===== config.mk =====
export PLATFORM = sky130hd
export DESIGN_NAME = prbs_wide_check
export DESIGN_NICKNAME = d
export VERILOG_FILES = /design/src/rtl/prbs_pkg.sv /design/src/rtl/prbs_popcount.sv /design/src/rtl/prbs_wide_check.sv
export SDC_FILE = /design/constraint.sdc
export NUM_CORES = 1
export LEC_CHECK = 0
export CAP_MARGIN = 0
export CORE_ASPECT_RATIO = 1.75
export CORE_MARGIN = 2
export CORE_UTILIZATION = 55
export CTS_CLUSTER_SIZE = 16
export DETAILED_ROUTE_END_ITERATION = 7
export PLACE_DENSITY = 0.77
export SLEW_MARGIN = 40
export SYNTH_ARGS = -nofsm -noshare
export SYNTH_HDL_FRONTEND = slang
export SYNTH_SLANG_ARGS = --single-unit

===== constraint.sdc =====
create_clock -name clk -period 9.33 [get_ports clk]
set_input_delay 0.933 -clock clk [delete_from_list [all_inputs] [get_ports clk]]
set_output_delay 0.933 -clock clk [all_outputs]
set_load 0.05 [all_outputs]

===== src/rtl/prbs_pkg.sv =====
// prbs_pkg: shared PRBS31 definitions for the wide generator/checker pair.
//   PRBS_ORDER / PRBS_TAP : polynomial x^31 + x^28 + 1
//   PRBS_MAX_W            : widest word prbs_advance can produce
//   chk_state_t           : checker FSM states
//   prbs_advance()        : steps a 31-bit state by 'width' bits and returns
//                           the new state plus the emitted word
package prbs_pkg;

  localparam int PRBS_ORDER = 31;
  localparam int PRBS_TAP   = 28;
  localparam int PRBS_MAX_W = 128;

  typedef enum logic [0:0] {
    SEARCH = 1'b0,
    LOCKED = 1'b1
  } chk_state_t;

  typedef struct packed {
    logic [PRBS_ORDER-1:0] state;
    logic [PRBS_MAX_W-1:0] word;
  } prbs_adv_t;

  // state[0] is the newest bit, state[30] the oldest. The emitted word is
  // right-aligned: word[width-1] is the earliest bit, word[0] the latest.
  function automatic prbs_adv_t prbs_advance(input logic [PRBS_ORDER-1:0] state,
                                             input int width);
    prbs_adv_t r;
    logic      b;
    r.state = state;
    r.word  = '0;
    for (int i = 0; i < PRBS_MAX_W; i++) begin
      if (i < width) begin
        b       = r.state[PRBS_ORDER-1] ^ r.state[PRBS_TAP-1];
        r.state = {r.state[PRBS_ORDER-2:0], b};
        r.word  = {r.word[PRBS_MAX_W-2:0], b};
      end
    end
    return r;
  endfunction

endpackage


===== src/rtl/prbs_popcount.sv =====
// prbs_popcount: balanced binary adder tree counting set bits.
//   bits  : input vector
//   count : number of ones in bits
// Tree shape keeps the depth at log2(WIDTH) so a register can later be cut
// in at any level.
module prbs_popcount #(
  parameter int WIDTH = 32
) (
  input  logic [WIDTH-1:0]           bits,
  output logic [$clog2(WIDTH+1)-1:0] count
);

  localparam int CW = $clog2(WIDTH+1);
  localparam int P  = 1 << $clog2(WIDTH);

  logic [CW-1:0] node [1:2*P-1];

  always_comb begin
    for (int k = 1; k < 2*P; k++) node[k] = '0;
    for (int i = 0; i < WIDTH; i++) node[P+i] = CW'(bits[i]);
    for (int k = P-1; k >= 1; k--) node[k] = node[2*k] + node[2*k+1];
    count = node[1];
  end

endmodule


===== src/rtl/prbs_wide_check.sv =====
// prbs_wide_check: parallel PRBS31 receive checker with self-synchronisation.
//   clk, reset      : clock, async active-high reset
//   data_valid/data : received word, data[DATA_WIDTH-1] earliest in time
//   clear_counters  : sync clear of bit_count/err_count
//   locked          : FSM in LOCKED
//   word_valid      : word_errors valid (LOCKED words only)
//   word_errors     : mismatching bits in the checked word
//   bit_count       : bits checked while locked
//   err_count       : bit errors while locked, saturating
// Latency: word sampled at cycle N appears on the outputs at N+2.
module prbs_wide_check
  import prbs_pkg::*;
#(
  parameter int DATA_WIDTH   = 32,
  parameter int LOCK_COUNT   = 16,
  parameter int UNLOCK_COUNT = 4,
  parameter int BAD_THRESH   = DATA_WIDTH/4
) (
  input  logic                            clk,
  input  logic                            reset,
  input  logic                            data_valid,
  input  logic [DATA_WIDTH-1:0]           data,
  input  logic                            clear_counters,
  output logic                            locked,
  output logic                            word_valid,
  output logic [$clog2(DATA_WIDTH+1)-1:0] word_errors,
  output logic [63:0]                     bit_count,
  output logic [31:0]                     err_count
);

  localparam int EW = $clog2(DATA_WIDTH+1);
  localparam int MW = $clog2(LOCK_COUNT+1);
  localparam int BW = $clog2(UNLOCK_COUNT+1);

  logic [DATA_WIDTH-1:0] data_q, data_d;
  logic                  valid_q, valid_d;
  chk_state_t            state_q, state_d;
  logic [MW-1:0]         match_cnt_q, match_cnt_d;
  logic [BW-1:0]         bad_cnt_q, bad_cnt_d;
  logic [PRBS_ORDER-1:0] hist_q, hist_d;
  logic [PRBS_ORDER-1:0] lfsr_q, lfsr_d;
  logic                  word_valid_q, word_valid_d;
  logic [EW-1:0]         word_errors_q, word_errors_d;
  logic [63:0]           bit_count_q, bit_count_d;
  logic [31:0]           err_count_q, err_count_d;

  logic [DATA_WIDTH-1:0] exp_search, exp_ref, mism;
  logic [PRBS_ORDER-1:0] sh, hist_shift;
  prbs_adv_t             adv;
  logic [EW-1:0]         errs;
  logic [32:0]           err_sum;
  logic                  unused_adv;

  assign data_d  = data;
  assign valid_d = data_valid;

  // Expected bits in both modes. In SEARCH the taps come from received bits,
  // including earlier bits of this same word; in LOCKED from the reference.
  always_comb begin
    exp_search = '0;
    sh         = hist_q;
    for (int i = 0; i < DATA_WIDTH; i++) begin
      exp_search[DATA_WIDTH-1-i] = sh[PRBS_ORDER-1] ^ sh[PRBS_TAP-1];
      sh = {sh[PRBS_ORDER-2:0], data_q[DATA_WIDTH-1-i]};
    end
    hist_shift = sh;
    adv        = prbs_advance(lfsr_q, DATA_WIDTH);
    exp_ref    = adv.word[DATA_WIDTH-1:0];
    mism       = data_q ^ ((state_q == LOCKED) ? exp_ref : exp_search);
  end

  assign unused_adv = ^adv.word;

  prbs_popcount #(.WIDTH(DATA_WIDTH)) u_pop (
    .bits  (mism),
    .count (errs)
  );

  always_comb begin
    state_d       = state_q;
    match_cnt_d   = match_cnt_q;
    bad_cnt_d     = bad_cnt_q;
    hist_d        = hist_q;
    lfsr_d        = lfsr_q;
    word_valid_d  = 1'b0;
    word_errors_d = '0;
    bit_count_d   = bit_count_q;
    err_count_d   = err_count_q;
    err_sum       = {1'b0, err_count_q} + 33'(errs);

    if (valid_q) begin
      hist_d = hist_shift;
      if (state_q == SEARCH) begin
        // Zero history predicts zeros, so all-zero input would self-match.
        if (errs == '0 && hist_q != '0) match_cnt_d = match_cnt_q + MW'(1);
        else                            match_cnt_d = '0;
        if (match_cnt_d == MW'(LOCK_COUNT)) begin
          state_d     = LOCKED;
          lfsr_d      = hist_shift;
          match_cnt_d = '0;
          bad_cnt_d   = '0;
        end
      end else begin
        lfsr_d        = adv.state;
        word_valid_d  = 1'b1;
        word_errors_d = errs;
        bit_count_d   = bit_count_q + 64'(DATA_WIDTH);
        err_count_d   = err_sum[32] ? '1 : err_sum[31:0];
        if (errs >= EW'(BAD_THRESH)) begin
          bad_cnt_d = bad_cnt_q + BW'(1);
          if (bad_cnt_d == BW'(UNLOCK_COUNT)) begin
            state_d     = SEARCH;
            match_cnt_d = '0;
            bad_cnt_d   = '0;
          end
        end else begin
          bad_cnt_d = '0;
        end
      end
    end

    if (clear_counters) begin
      bit_count_d = '0;
      err_count_d = '0;
    end
  end

  always_ff @(posedge clk or posedge reset) begin
    if (reset) begin
      data_q        <= '0;
      valid_q       <= 1'b0;
      state_q       <= SEARCH;
      match_cnt_q   <= '0;
      bad_cnt_q     <= '0;
      hist_q        <= '0;
      lfsr_q        <= '0;
      word_valid_q  <= 1'b0;
      word_errors_q <= '0;
      bit_count_q   <= '0;
      err_count_q   <= '0;
    end else begin
      data_q        <= data_d;
      valid_q       <= valid_d;
      state_q       <= state_d;
      match_cnt_q   <= match_cnt_d;
      bad_cnt_q     <= bad_cnt_d;
      hist_q        <= hist_d;
      lfsr_q        <= lfsr_d;
      word_valid_q  <= word_valid_d;
      word_errors_q <= word_errors_d;
      bit_count_q   <= bit_count_d;
      err_count_q   <= err_count_d;
    end
  end

  assign locked      = (state_q == LOCKED);
  assign word_valid  = word_valid_q;
  assign word_errors = word_errors_q;
  assign bit_count   = bit_count_q;
  assign err_count   = err_count_q;

endmodule


# After elaboration in Yosys (flattened, before gate mapping)
# Cells that the tools add are included.
# classes
n_addsub,35
n_lt_le_gt_ge,1
eq_ne,4
n_mux,29
bitwise,65
n_reduce_logical,9
# op_table
op,n
$mux W64,3
$mux W32,5
$add A6 B6 Y6,15
$add A64 B6 Y64 const B,1
$xor A1 B1 Y1,64
$mux W31,2
$mux W5,7
$add A32 B6 Y33,1
$add A1 B1 Y2,16
$xor A32 B32 Y32,1
$reduce_bool A31 Y1,1
$mux W3,4
$mux W6,2
$ge A6 B4 Y1 const B,1
$logic_not A6 Y1,1
$mux W1,6
$reduce_bool A2 Y1,3
$add A5 B1 Y5 const B,1
$eq A5 B5 Y1 const B,1
$ne A2 B1 Y1 const B,2
$reduce_and A2 Y1,2
$add A3 B1 Y3 const B,1
$eq A3 B3 Y1 const B,1
$reduce_and A3 Y1,1
$logic_and A1 B1 Y1,1
# word_totals
register_bits,207
output_inout_bits,104
wordCells,154

# Longest topological paths before layout
# depth
word_depth,17
ltp_mapped,29
ltp_nobuf,27

# Cells and area by module
# Synthesis repeated with hierarchy kept, for this count alone.
# hier_totals
cells_unflattened,1121
area_unflattened_um2,11179.5
# by_module_without_submodules
module,n_inst,cells_each,area_per_inst_um2,seq_area_each_um2
prbs_wide_check,1,1048,10421.2,5054.8
prbs_popcount,1,73,758.2,0.0

# Least setup slack after synthesis
# Ideal clock, no wire load.
# synth_timing
path_kind,reg-to-reg
start,register state_q (netlist: locked)
end,register err_count_q[31] (netlist: err_count[31])
arrival_ns,6.812
t_required_ns,9.231
setup_slack_ns,2.419
path_stages_with_launch,28
cell_sequence,dfrtp_1 > clkbuf_1 > clkbuf_1 > nor2_1 > a21oi_1 > xnor2_1 > ha_1 > inv_1 > fa_1 > inv_1 > fa_1 > fa_1 > fa_1 > inv_1 > fa_1 > inv_1 > ha_1 > fa_1 > nand2_1 > nand2b_1 > a21o_1 > ha_1 > nor2_1 > clkbuf_1 > nor4_1 > nand4b_1 > o21ba_2 > a311oi_1
# synth_via
elab_chain_cells,12
elab_cells_between_ends,40
# synth_lines
element,line_no,source
"start, declared",prbs_wide_check.sv:37,"chk_state_t state_q, state_d;"
"start signal, assigned",prbs_wide_check.sv:144,state_q <= state_d;
$mux W32,prbs_wide_check.sv:69,mism = data_q ^ ((state_q == LOCKED) ? exp_ref : exp_search);
$xor A32 B32 Y32,prbs_wide_check.sv:69,
$add A1 B1 Y2,prbs_popcount.sv:21,for (int k = P-1; k >= 1; k--) node[k] = node[2*k] + node[2*k+1];
$add A6 B6 Y6 (4 in series),prbs_popcount.sv:21,
$add A32 B6 Y33,prbs_wide_check.sv:89,"err_sum = {1'b0, err_count_q} + 33'(errs);"
$mux W32,prbs_wide_check.sv:108,err_count_d = err_sum[32] ? '1 : err_sum[31:0];
$mux W32,prbs_wide_check.sv:93,if (state_q == SEARCH) begin
$mux W32,prbs_wide_check.sv:91,if (valid_q) begin
$mux W32,prbs_wide_check.sv:122,if (clear_counters) begin
"end signal, assigned",prbs_wide_check.sv:152,err_count_q <= err_count_d;
"end, declared",prbs_wide_check.sv:45,"logic [31:0] err_count_q, err_count_d;"
# Parallel ways exist; a longest one is shown, timed or not. The select of a mux whose other input is x is not followed.
# A chain may end at the register's enable or synchronous reset.

# Final worst setup path
# layout_timing
start,register state_q (netlist: locked)
end,register err_count_q[21] (netlist: err_count[21])
# The elaborated chain is that of the path after synthesis.

==> run metrics <==
Area Growth Syn to Fin=18.8%; H-tree Lvls=1; CTS Buffer Depth=3; n_diodes=0; Final period util=0.805; share of post-route cells with drive strength above 1=0.0798; Placed Instances=1531; Worst setup EP type=register; Syn Inst Count=1189; largest net degree at the start of global routing=122; routed length per instance=~20 µm; compound-gate portion of the synthesized area=0.119; # fillers=1668; RD Place Congestion=0.955; Worst EP required=9.69 ns; post-CTS setup buffer count=0; Ys Warns=0; die height=between 150 and 200 µm; Async SR Flop Fraction=1.00; grt total ovfl=0; final-report hold violation count=0; register area=0.00506 mm²; I/O Buffers=134; die area=0.0224 mm²; largest family of logic cells by synthesized area=simple AND/OR/NAND/NOR gates; type of origin of the critical path=register; Worst EP arrival=7.87 ns; CP Max Fanout=just under 70; routed wire length=30.7 mm; clk_skew=between 0.015 and 0.02 ns; Mapped Avg Cell Area=9.81 µm²; DP HPWL=between 20 and 25 mm; Slew HR=0.465; run status=completed; DRC=0; DR iter-0 viols=600; CTS hold repair buffers=0; part of the Yosys area used for sequential elements=0.433; CTS root buf=clkbuf_16; initial antenna violation count=0; number of synthesized flops with an enable pin=0; Seq cells post-synth=202; Initial Util=0.560; Finish-stage setup viols=0; top_reg_cell synth=dfrtp_1; core area=0.0208 mm²; multi-input combinational cell area=0.00612 mm²; I/O Pins=140; Max Cap Viol=0; fmax=133 MHz; first-pass GRT wire length=50.1 mm; clock buffer count from CTS=21; TritonCTS Sinks=202; Slew @ Worst Pin=0.798 ns; Synth Area in XOR/XNOR=0.102; Clock Latency Late Sink=~0.50 ns; Cell Rows=70; post-synthesis simple-gate area fraction=0.180; mux cell area share after synthesis=0.0374; Mapped Area=approximately 0.012 mm²; 1st-pass router iterations=5; fin nets=1400; clock transition at the registers of the reported paths=0.06 ns; worst hold path type=reg2reg; WS Path Type=reg2reg; Overall Global Routing Usage=0.279; post-route ant nets=0; Post-Layout Cell Count=1568; TritonCTS clock tree=done; vias in the first global route=9812; Die X-Extent=approximately 110 µm; Adder-Cell Fraction of Synth Area=0.0828; unrepaired setup endpoints after global routing=false; post-layout util=0.665; post-layout min period=7.51 ns; Fin Hold WS=0.510 ns; # resized after CTS=0; setup TNS=0 ns; DR vias=9528; Synth cell types=65; Via density=6.08; Max Slew Vio Count=0
## layout make-up
| cell class | count | share of cell area |
|---|---|---|
| Sequential cell | 202 | 0.365 |
| Clock inverter | 6 | 0.00460 |
| Multi-Input combinational cell | 866 | 0.442 |
| Clock buffer | 30 | 0.0432 |
| Timing Repair Buffer | 145 | 0.104 |
| Inverter | 67 | 0.0190 |
| Tap cell | 252 | 0.0227 |
## per-layer routing
metal,vias to the layer above,global-route usage,part of all wire
met2,306,0.509,0.55
met1,4721,0.311,0.35
li1,4405,-,-
met4,0,0.134,0.047
met5,-,0,0
met3,96,0.0449,0.052
## critical path, cell delays in order, from the launching register on
cell and delay, ns:
dfrtp_4 0.83, buf_4 0.34, nand2_1 0.10, o21ai_0 0.12, xnor2_1 0.15, ha_1 0.27
fa_1 0.55, inv_1 0.05, fa_1 0.36, inv_1 0.08, fa_1 0.46, fa_1 0.55
inv_1 0.06, fa_1 0.54, inv_1 0.05, ha_1 0.22, fa_1 0.42, nand2_1 0.10
nand2b_1 0.07, a21o_1 0.20, ha_1 0.22, a211o_1 0.29, a31oi_1 0.38, nor4_2 0.17
buf_4 0.20, nor3_1 0.42, a31oi_1 0.15
## path summary, 6_finish.rpt
kind	end	slack [ns]	start	depth (start not counted)
max in group asynchronous	locked	7.27	reset	4
worst max register to register	err_count[21]	1.82	locked	26
worst min register to register	hist_q[1]	0.51	data_q[1]	1
worst max-delay path	err_count[21]	1.82	locked	26
worst min-delay path	hist_q[1]	0.51	data_q[1]	1
min in group asynchronous	data_q[21]	0.91	reset	2
## kinds of logic after synthesis
logic type	after synthesis
AO/OA/AOI/OAI	232
XOR/XNOR	136
adder cells (fa/ha/maj)	61
buffers and inverters	125
flip-flops	202
multiplexers	39
other	1
AND/OR/NAND/NOR	393
## synthesized netlist by cell type, drive strengths merged, types with 28 or more instances
master / count / area [µm²]
ha: 34 / 425
o21ai: 90 / 450
nand4: 39 / 280
mux2: 37 / 417
xnor2: 80 / 701
xor2: 56 / 490
nor4: 28 / 250
inv: 66 / 248
a21oi: 46 / 230
nand2: 105 / 394
o22ai: 32 / 200
dfrtp: 202 / 5050
nor3: 28 / 140
nand3: 33 / 165
clkbuf: 40 / 163
nor2: 79 / 297
## stage by stage
step                setup WS, ns  instance area [µm²]
floorplan                   2.42                11700
global placement            1.72                13100
detailed placement          1.79                13200
CTS                         1.75                13800
global route                1.38                13900
finish                      1.82                13900
## state kept, by name (all words and copies together) (netlist names)
register,flops
data_q,32
word_valid,1
hist_q,31
lfsr_q,31
err_count,32
bit_count,59
valid_q,1
locked,1
word_errors,6
match_cnt_q,5
bad_cnt_q,3
## layout by cell type, fill, tap and decap left out, types with 13 or more instances in the layout
cell             Yosys  final
dfrtp_1            202    201
a21oi_1             46     45
o21ai_0             90     90
fa_1                27     27
or3_1               13     13
nor3_1              28     28
mux2_2              37     37
o22ai_1             32     32
nand2_1            105    105
clkdlybuf4s50_1      0    133
xor2_1              56     56
xnor2_1             80     80
nor2_1              79     78
clkbuf_16            0     21
nor4_1              23     21
and3_1              14     14
inv_1               66     65
nand3_1             33     33
nand4_1             36     36
ha_1                34     34
Power is not shown: default switching activity piles up to over one toggle a cycle in this logic, so the estimate is an artifact.
